### src/rtl/cpu_pkg.sv
// Shared CPU definitions: fetch-stage constants, fetch FSM encoding and the
// j/jal target helper used by the IF stage.
package cpu_pkg;

  localparam logic [31:0] CPU_RESET_PC = 32'h0000_0000;
  localparam logic [31:0] CPU_NOP_WORD = 32'h0000_0000;

  typedef enum logic [1:0] {
    IDLE,
    FETCH,
    HOLD,
    DISCARD
  } fetch_state_e;

  // j/jal target: upper nibble of the sequential PC, index field, word aligned.
  function automatic logic [31:0] jump_target(input logic [31:0] pc,
                                              input logic [25:0] im26);
    return ((pc + 32'd4) & 32'hF000_0000) | {4'b0000, im26, 2'b00};
  endfunction

endpackage

### src/rtl/if_next_pc.sv
// Combinational next-PC select for the fetch stage: sequential PC+4 and the
// redirect target, with a taken branch winning over a simultaneous jump.
module if_next_pc
  import cpu_pkg::*;
(
  input  logic [31:0] pc,
  input  logic        br_taken,
  input  logic [31:0] br_target,
  input  logic        jmp_en,
  input  logic [25:0] jmp_im26,
  input  logic [31:0] jmp_pc_id,
  output logic [31:0] pc_plus4,
  output logic        redirect,
  output logic [31:0] redirect_pc
);

  always_comb begin
    pc_plus4    = pc + 32'd4;
    redirect    = br_taken | jmp_en;
    redirect_pc = br_taken ? br_target : jump_target(jmp_pc_id, jmp_im26);
  end

endmodule

### src/rtl/if_fetch_stage.sv
// MIPS instruction-fetch stage: PC register, single-outstanding imem request,
// redirect/stall handling. Define IF_FETCH_PERF_EN to add performance counters.
module if_fetch_stage
  import cpu_pkg::*;
#(
  parameter logic [31:0] RESET_PC = CPU_RESET_PC,
  parameter logic [31:0] NOP_WORD = CPU_NOP_WORD
) (
  input  logic        clk,
  input  logic        rst_n,
  output logic        imem_req,
  output logic [31:0] imem_addr,
  input  logic        imem_ready,
  input  logic [31:0] imem_rdata,
  input  logic        stall,
  input  logic        br_taken,
  input  logic [31:0] br_target,
  input  logic        jmp_en,
  input  logic [25:0] jmp_im26,
  input  logic [31:0] jmp_pc_id,
  output logic [31:0] pc_if,
  output logic [31:0] ir_if,
`ifdef IF_FETCH_PERF_EN
  output logic [31:0] perf_fetch_cnt,
  output logic [31:0] perf_bubble_cnt,
`endif
  output logic        valid_if
);

  fetch_state_e state_q, state_d;
  logic [31:0]  pc_q, pc_d;
  logic [31:0]  req_addr_q, req_addr_d;
  logic [31:0]  hold_pc_q, hold_pc_d;
  logic [31:0]  hold_ir_q, hold_ir_d;
  logic [31:0]  pc_if_q, pc_if_d;
  logic [31:0]  ir_if_q, ir_if_d;
  logic         valid_if_q, valid_if_d;

  logic         redirect;
  logic [31:0]  redirect_pc, pc_plus4;
  logic         deliver, bubble;
  logic [31:0]  deliver_pc, deliver_ir;

  if_next_pc u_next_pc (
    .pc          (pc_q),
    .br_taken    (br_taken),
    .br_target   (br_target),
    .jmp_en      (jmp_en),
    .jmp_im26    (jmp_im26),
    .jmp_pc_id   (jmp_pc_id),
    .pc_plus4    (pc_plus4),
    .redirect    (redirect),
    .redirect_pc (redirect_pc)
  );

  always_comb begin
    // NOTE: every signal gets its hold value first so no path leaves one unassigned (no latches).
    state_d    = state_q;
    pc_d       = pc_q;
    req_addr_d = req_addr_q;
    hold_pc_d  = hold_pc_q;
    hold_ir_d  = hold_ir_q;
    pc_if_d    = pc_if_q;
    ir_if_d    = ir_if_q;
    valid_if_d = valid_if_q;
    deliver    = 1'b0;
    bubble     = 1'b0;
    deliver_pc = pc_q;
    deliver_ir = imem_rdata;

    unique case (state_q)
      IDLE: state_d = FETCH;  // a late response from before reset is ignored here

      FETCH: begin
        if (redirect) begin
          pc_d   = redirect_pc;
          bubble = 1'b1;
          if (!imem_ready) begin
            req_addr_d = pc_q;
            state_d    = DISCARD;
          end
        end else if (imem_ready && !stall) begin
          deliver = 1'b1;
          pc_d    = pc_plus4;
        end else if (imem_ready) begin
          hold_pc_d = pc_q;
          hold_ir_d = imem_rdata;
          state_d   = HOLD;
        end else if (!stall) begin
          bubble = 1'b1;
        end
      end

      HOLD: begin
        if (redirect) begin
          pc_d    = redirect_pc;
          bubble  = 1'b1;
          state_d = FETCH;
        end else if (!stall) begin
          deliver    = 1'b1;
          deliver_pc = hold_pc_q;
          deliver_ir = hold_ir_q;
          pc_d       = pc_plus4;
          state_d    = FETCH;
        end
      end

      DISCARD: begin
        // The abandoned request must still complete; only pc tracks new redirects.
        if (redirect) pc_d = redirect_pc;
        bubble = redirect | ~stall;
        if (imem_ready) state_d = FETCH;
      end

      default: state_d = IDLE;
    endcase

    if (deliver) begin
      pc_if_d    = deliver_pc;
      ir_if_d    = deliver_ir;
      valid_if_d = 1'b1;
    end else if (bubble) begin
      ir_if_d    = NOP_WORD;
      valid_if_d = 1'b0;
    end
  end

  // NOTE: sequential state uses non-blocking assignments only, so all flops sample together.
  always_ff @(posedge clk or negedge rst_n) begin
    if (!rst_n) begin
      state_q    <= IDLE;
      pc_q       <= RESET_PC;
      req_addr_q <= RESET_PC;
      hold_pc_q  <= '0;
      hold_ir_q  <= '0;
      pc_if_q    <= '0;
      ir_if_q    <= NOP_WORD;
      valid_if_q <= 1'b0;
    end else begin
      state_q    <= state_d;
      pc_q       <= pc_d;
      req_addr_q <= req_addr_d;
      hold_pc_q  <= hold_pc_d;
      hold_ir_q  <= hold_ir_d;
      pc_if_q    <= pc_if_d;
      ir_if_q    <= ir_if_d;
      valid_if_q <= valid_if_d;
    end
  end

`ifdef IF_FETCH_PERF_EN
  logic [31:0] perf_fetch_q, perf_fetch_d;
  logic [31:0] perf_bubble_q, perf_bubble_d;

  always_comb begin
    perf_fetch_d  = perf_fetch_q + {31'd0, deliver};
    perf_bubble_d = perf_bubble_q + {31'd0, bubble & ~stall};
  end

  always_ff @(posedge clk or negedge rst_n) begin
    if (!rst_n) begin
      perf_fetch_q  <= '0;
      perf_bubble_q <= '0;
    end else begin
      perf_fetch_q  <= perf_fetch_d;
      perf_bubble_q <= perf_bubble_d;
    end
  end

  assign perf_fetch_cnt  = perf_fetch_q;
  assign perf_bubble_cnt = perf_bubble_q;
`endif

  assign imem_req  = (state_q == FETCH) || (state_q == DISCARD);
  assign imem_addr = (state_q == DISCARD) ? req_addr_q : pc_q;
  assign pc_if     = pc_if_q;
  assign ir_if     = ir_if_q;
  assign valid_if  = valid_if_q;

endmodule

### config.mk
export PLATFORM = sky130hd
export DESIGN_NAME = if_fetch_stage
export DESIGN_NICKNAME = d
export VERILOG_FILES = /design/src/rtl/cpu_pkg.sv /design/src/rtl/if_next_pc.sv /design/src/rtl/if_fetch_stage.sv
export SDC_FILE = /design/constraint.sdc
export NUM_CORES = 1
export LEC_CHECK = 0
export CAP_MARGIN = 10
export CORE_ASPECT_RATIO = 0.75
export CORE_MARGIN = 2
export CORE_UTILIZATION = 47
export CTS_BUF_LIST = sky130_fd_sc_hd__clkbuf_4 sky130_fd_sc_hd__clkbuf_8
export CTS_CLUSTER_DIAMETER = 200
export DETAILED_ROUTE_END_ITERATION = 6
export GPL_TIMING_DRIVEN = 0
export PLACE_DENSITY = 0.85
export SETUP_SLACK_MARGIN = 0.5
export SYNTH_ARGS = -nofsm -noshare
export SYNTH_HDL_FRONTEND = slang
export SYNTH_SLANG_ARGS = --single-unit
### constraint.sdc
create_clock -name clk -period 2.2 [get_ports clk]
set_clock_uncertainty 0.15 [all_clocks]
set_input_delay 0.22 -clock clk [delete_from_list [all_inputs] [get_ports clk]]
set_output_delay 0.22 -clock clk [all_outputs]
set_load 0.02 [all_outputs]
==> metrics.log <==
[metrics] result of the run: finished with violations
[metrics] failing checks: DRC, setup timing
[metrics] final-report max-slew violation count: 0
[metrics] Layout fillers: between 1000 and 1500
[metrics] path length in cells of the critical path: 10
[metrics] net switching share of the total power: 0.3913
[metrics] global-route total usage across every layer: 0.3077
[metrics] post-synthesis share of cell area spent on xor and xnor gates: 0.003635
[metrics] post-detailed-route count of antenna-violating nets: 0
[metrics] pin count of the biggest net entering global routing: 103
[metrics] max cap viols: 0
[metrics] register area share after synthesis: 0.5063
[metrics] clk_lat worst skew: around 0.5 ns
[metrics] count of final hold-check violations: 0
[metrics] ys flop type: sky130_fd_sc_hd__dfrtp_1
[metrics] fraction of the mapped netlist area in adder cells: 0.006491
[metrics] area of the die: 21680 µm²
[metrics] Area Growth Syn to Fin: 67.13%
[metrics] clk root buf: sky130_fd_sc_hd__clkbuf_8
[metrics] Reg power frac: 0.311
[metrics] Layout Nets: 1317
[metrics] crit path setup slack, layout: -0.1361 ns
[metrics] effective utilization at floorplan: 0.4782
[metrics] data arrival time of the critical path: 2.54 ns
[metrics] via count of the first global-routing pass: 8882
[metrics] placeable core region: ~20000 µm²
[metrics] worst setup slack after placement: -0.6431 ns
[metrics] CTS Buf Count: 17
[metrics] multiplexer share of the synthesized area: 0.2276
[metrics] H-tree depth reported by CTS: 4
[metrics] worst-case reg-to-reg path depth: 10
[metrics] maximum operating frequency: 428.1 MHz
[metrics] worst hold path stage count: 3
[metrics] main combinational cell family by area after synthesis: multiplexers
[metrics] post-detailed-route wirelength per cell: 25.72 µm
[metrics] total gr overflow: 0
[metrics] most frequent cells in the layout: 190 x sky130_fd_sc_hd__dfrtp_1, 123 x sky130_fd_sc_hd__mux2_4, 123 x sky130_fd_sc_hd__clkdlybuf4s50_1
[metrics] CTS Sinks: ~200
[metrics] vias after detailed routing: roughly 9100
[metrics] io pins: 226
[metrics] count of endpoints failing setup in the final report: about 120
[metrics] buffers from clock root to sink, at most: 2
[metrics] die height: 128.0 µm
[metrics] number of design-rule violations left by the first detailed-router iteration: between 1000 and 1500
[metrics] global-route wire length before repair: around 51000 µm
[metrics] Worst Path Buf+Inv: 4
[metrics] Net Switching: roughly 8 mW
[metrics] buffers added on ports: approximately 220
[metrics] cell family with the largest share of critical-path delay: compound AO/OA/AOI/OAI gates
[metrics] post-synthesis sequential element count: approximately 200
[metrics] Logic pwr share: 0.563
[metrics] Compound-Gate Fraction of Synth Area: 0.1124
[metrics] post-layout minimum cycle time: ~2.3 ns
[metrics] largest stage delay on the critical path: between 0.4 and 0.5 ns
[metrics] share of total power in the clock network: 0.126
[metrics] cell area after synthesis: ~9600 µm²
[metrics] final worst-path cycle share: 1.062
[metrics] share of synthesized cell area in and, or, nand and nor gates: 0.1068
[metrics] count of flip-flops with a built-in enable after synthesis: 0
[metrics] final sum of negative setup slack: -5.801 ns
[metrics] data required time at the worst endpoint: around 2.4 ns
[metrics] total power divided by cell area: between 1000 and 1500 nW/µm²
[metrics] synthesis warning total: 0
[metrics] DRC errors left: 1
[metrics] CTS tree: yes
[metrics] static leakage: just over 8 nW
[metrics] DRT Pass-1 Iters: 7
[metrics] worst hold path type: input pin to flip-flop
[metrics] routability-driven placement congestion ratio: about 0.93
[metrics] HPWL after detailed placement: between 20000 and 25000 µm
[metrics] Mapped Cells: 850
[metrics] number of antenna violations at the first check in global routing: 1
[metrics] type of the setup path with the least slack: flip-flop to flip-flop
[metrics] PnR Total Power: around 20 mW
[metrics] count of distinct cell types in the synthesized netlist: 57
[metrics] critical path capture point type: flip-flop
[metrics] aggregate routed wire length: roughly 37000 µm
[metrics] fraction of final layout cells with drive strength greater than 1: 0.4444
[metrics] maximum net fanout on the critical path: 10
[metrics] vias per std cell: between 6 and 7
[metrics] critical path startpoint category: flip-flop
[metrics] mean instance size in the synthesized netlist: 11.34 µm²
[metrics] max_slew headroom: 0.5155
[metrics] Site Rows: 45
[metrics] worst-margin pin slew: between 0.7 and 0.8 ns
[metrics] Worst R2R Setup Slack: -0.14 ns
[metrics] antenna cell count: 0
[metrics] Mapped Nets: around 1000
[metrics] slowest cell on the critical path: sky130_fd_sc_hd__dfrtp_2
[metrics] post-synthesis async set-or-reset flop share: 1.000
[metrics] unrepaired setup endpoints after global routing: true
[metrics] Power Internal: ~12 mW
[metrics] clock transition time at the flip-flop clock pins of the worst setup and hold paths: roughly 0.11 ns
[metrics] Die W: 169.4 µm
[metrics] peak supply drop: approximately 0.00097 V
[metrics] leading cell type in the layout, fill and taps excluded: sky130_fd_sc_hd__dfrtp_1
[metrics] CP Cell Sequence: buf_4 -> inv_4 -> ha_4 -> o21ba_2 -> buf_8 -> a211oi_4 -> buf_6 -> nor4_4 -> a311oi_1 -> nor3_1
==> synth_stat cells (all sizes together), types with 4 or more instances <==
cell type    n  area share
a211oi      10      0.0083
a21oi       32       0.017
a311oi       8      0.0073
a31o         4      0.0036
a31oi        5      0.0032
and3        10      0.0065
and4         6      0.0055
buf         46       0.027
clkbuf      20      0.0079
dfrtp      195        0.51
ha           5      0.0065
inv          5      0.0019
mux2       129        0.15
mux2i       74       0.077
nand2       61       0.024
nand2b       8      0.0052
nand3       46       0.024
nand4       14       0.011
nor2        24       0.010
nor2b        5      0.0032
nor3        11      0.0069
nor4         4      0.0039
o21ai       71       0.037
o22a         4      0.0036
o22ai       12      0.0078
o32a         5      0.0052
or2          4      0.0026
xor2         4      0.0036
==> per-stage QoR <==
stage                     cells  hold slack (ns)  utilization  cell area (µm²)
final                      1455          0.07357       0.7991            16110
after global routing       1455          0.07534       0.7991            16110
after CTS                  1428          0.03259       0.7407            14930
after detailed placement   1331           0.1370       0.6407            12910
after global placement     1330           0.3111       0.6391            12880
after floorplan             850          -0.2256            -            10340
==> power groups by stage <==
stage | Clock, mW | Combinational [mW] | Sequential, mW
finish | 2.54 | 11.4 | 6.28
global route | 2.70 | 11.8 | 6.42
CTS | 2.53 | 9.58 | 6.05
detailed placement | 0 | 8.03 | 6.08
global placement | 0 | 7.86 | 6.02
floorplan | 0 | 4.90 | 6.21
==> routing by layer <==
layer / GRT usage / routed length [µm] / up-vias
met4: 0.1207 / 1902 / 2
met1: 0.4329 / 15310 / 4561
li1: - / - / 3808
met5: 0 / 11 / -
met2: 0.4612 / 16790 / 597
met3: 0.07595 / 3414 / 178
==> state kept, by name, summed over array words and instances, names as in the netlist <==
name,count
valid_if,1
hold_ir_q,32
state_q,2
hold_pc_q,32
pc_if,32
pc_q,32
req_addr_q,32
ir_if,32
==> worst min-delay path, cell delays in order <==
cell	delay (ns)
sky130_fd_sc_hd__buf_6	0.13
sky130_fd_sc_hd__nor2_4	0.10
sky130_fd_sc_hd__a41oi_1	0.21
==> worst paths after layout <==
path	startpoint	end
max	state_q[0]$_DFFE_PN0P_	pc_q[31]$_DFFE_PN0P_
max reg2reg	state_q[0]$_DFFE_PN0P_	pc_q[31]$_DFFE_PN0P_
min	jmp_en	state_q[0]$_DFFE_PN0P_
min reg2reg	pc_if[5]$_DFFE_PN0P_	pc_if[5]$_DFFE_PN0P_
min in group asynchronous	rst_n	pc_if[18]$_DFFE_PN0P_
max in group asynchronous	rst_n	state_q[0]$_DFFE_PN0P_
==> timing repair <==
action / in CTS / in global routing
buffers inserted: 46 / 18
gates resized for setup: 401 / 268
setup endpoints to repair: 293 / 293
hold buffers: 1 / 0
pin swaps: 35 / 49
hold endpoints to repair: 93 / 0
gates cloned: 18 / 9
==> cell type report <==
class | count | area, µm² | area share
Clock inverter | 15 | 196.4 | 0.01220
Timing Repair Buffer | 315 | 3820 | 0.2371
Tap cell | 258 | 322.8 | 0.02004
Clock buffer | 17 | 234.0 | 0.01453
Inverter | 5 | 28.78 | 0.001787
Multi-Input combinational cell | 584 | 5781 | 0.3589
Sequential cell | 195 | 4886 | 0.3033
Buffer | 66 | 839.6 | 0.05212
==> cell families (layout without fill, tap and decap cells) <==
group,after synthesis,count (layout)
xor gates and xnor gates,4,4
adders and majority gates,5,5
AOI/OAI and AO/OA,174,174
muxes,203,203
buffers and inverters,71,418
DFF,195,195
and+or+nand+nor,198,198
Power figures use the tool's default switching activity.
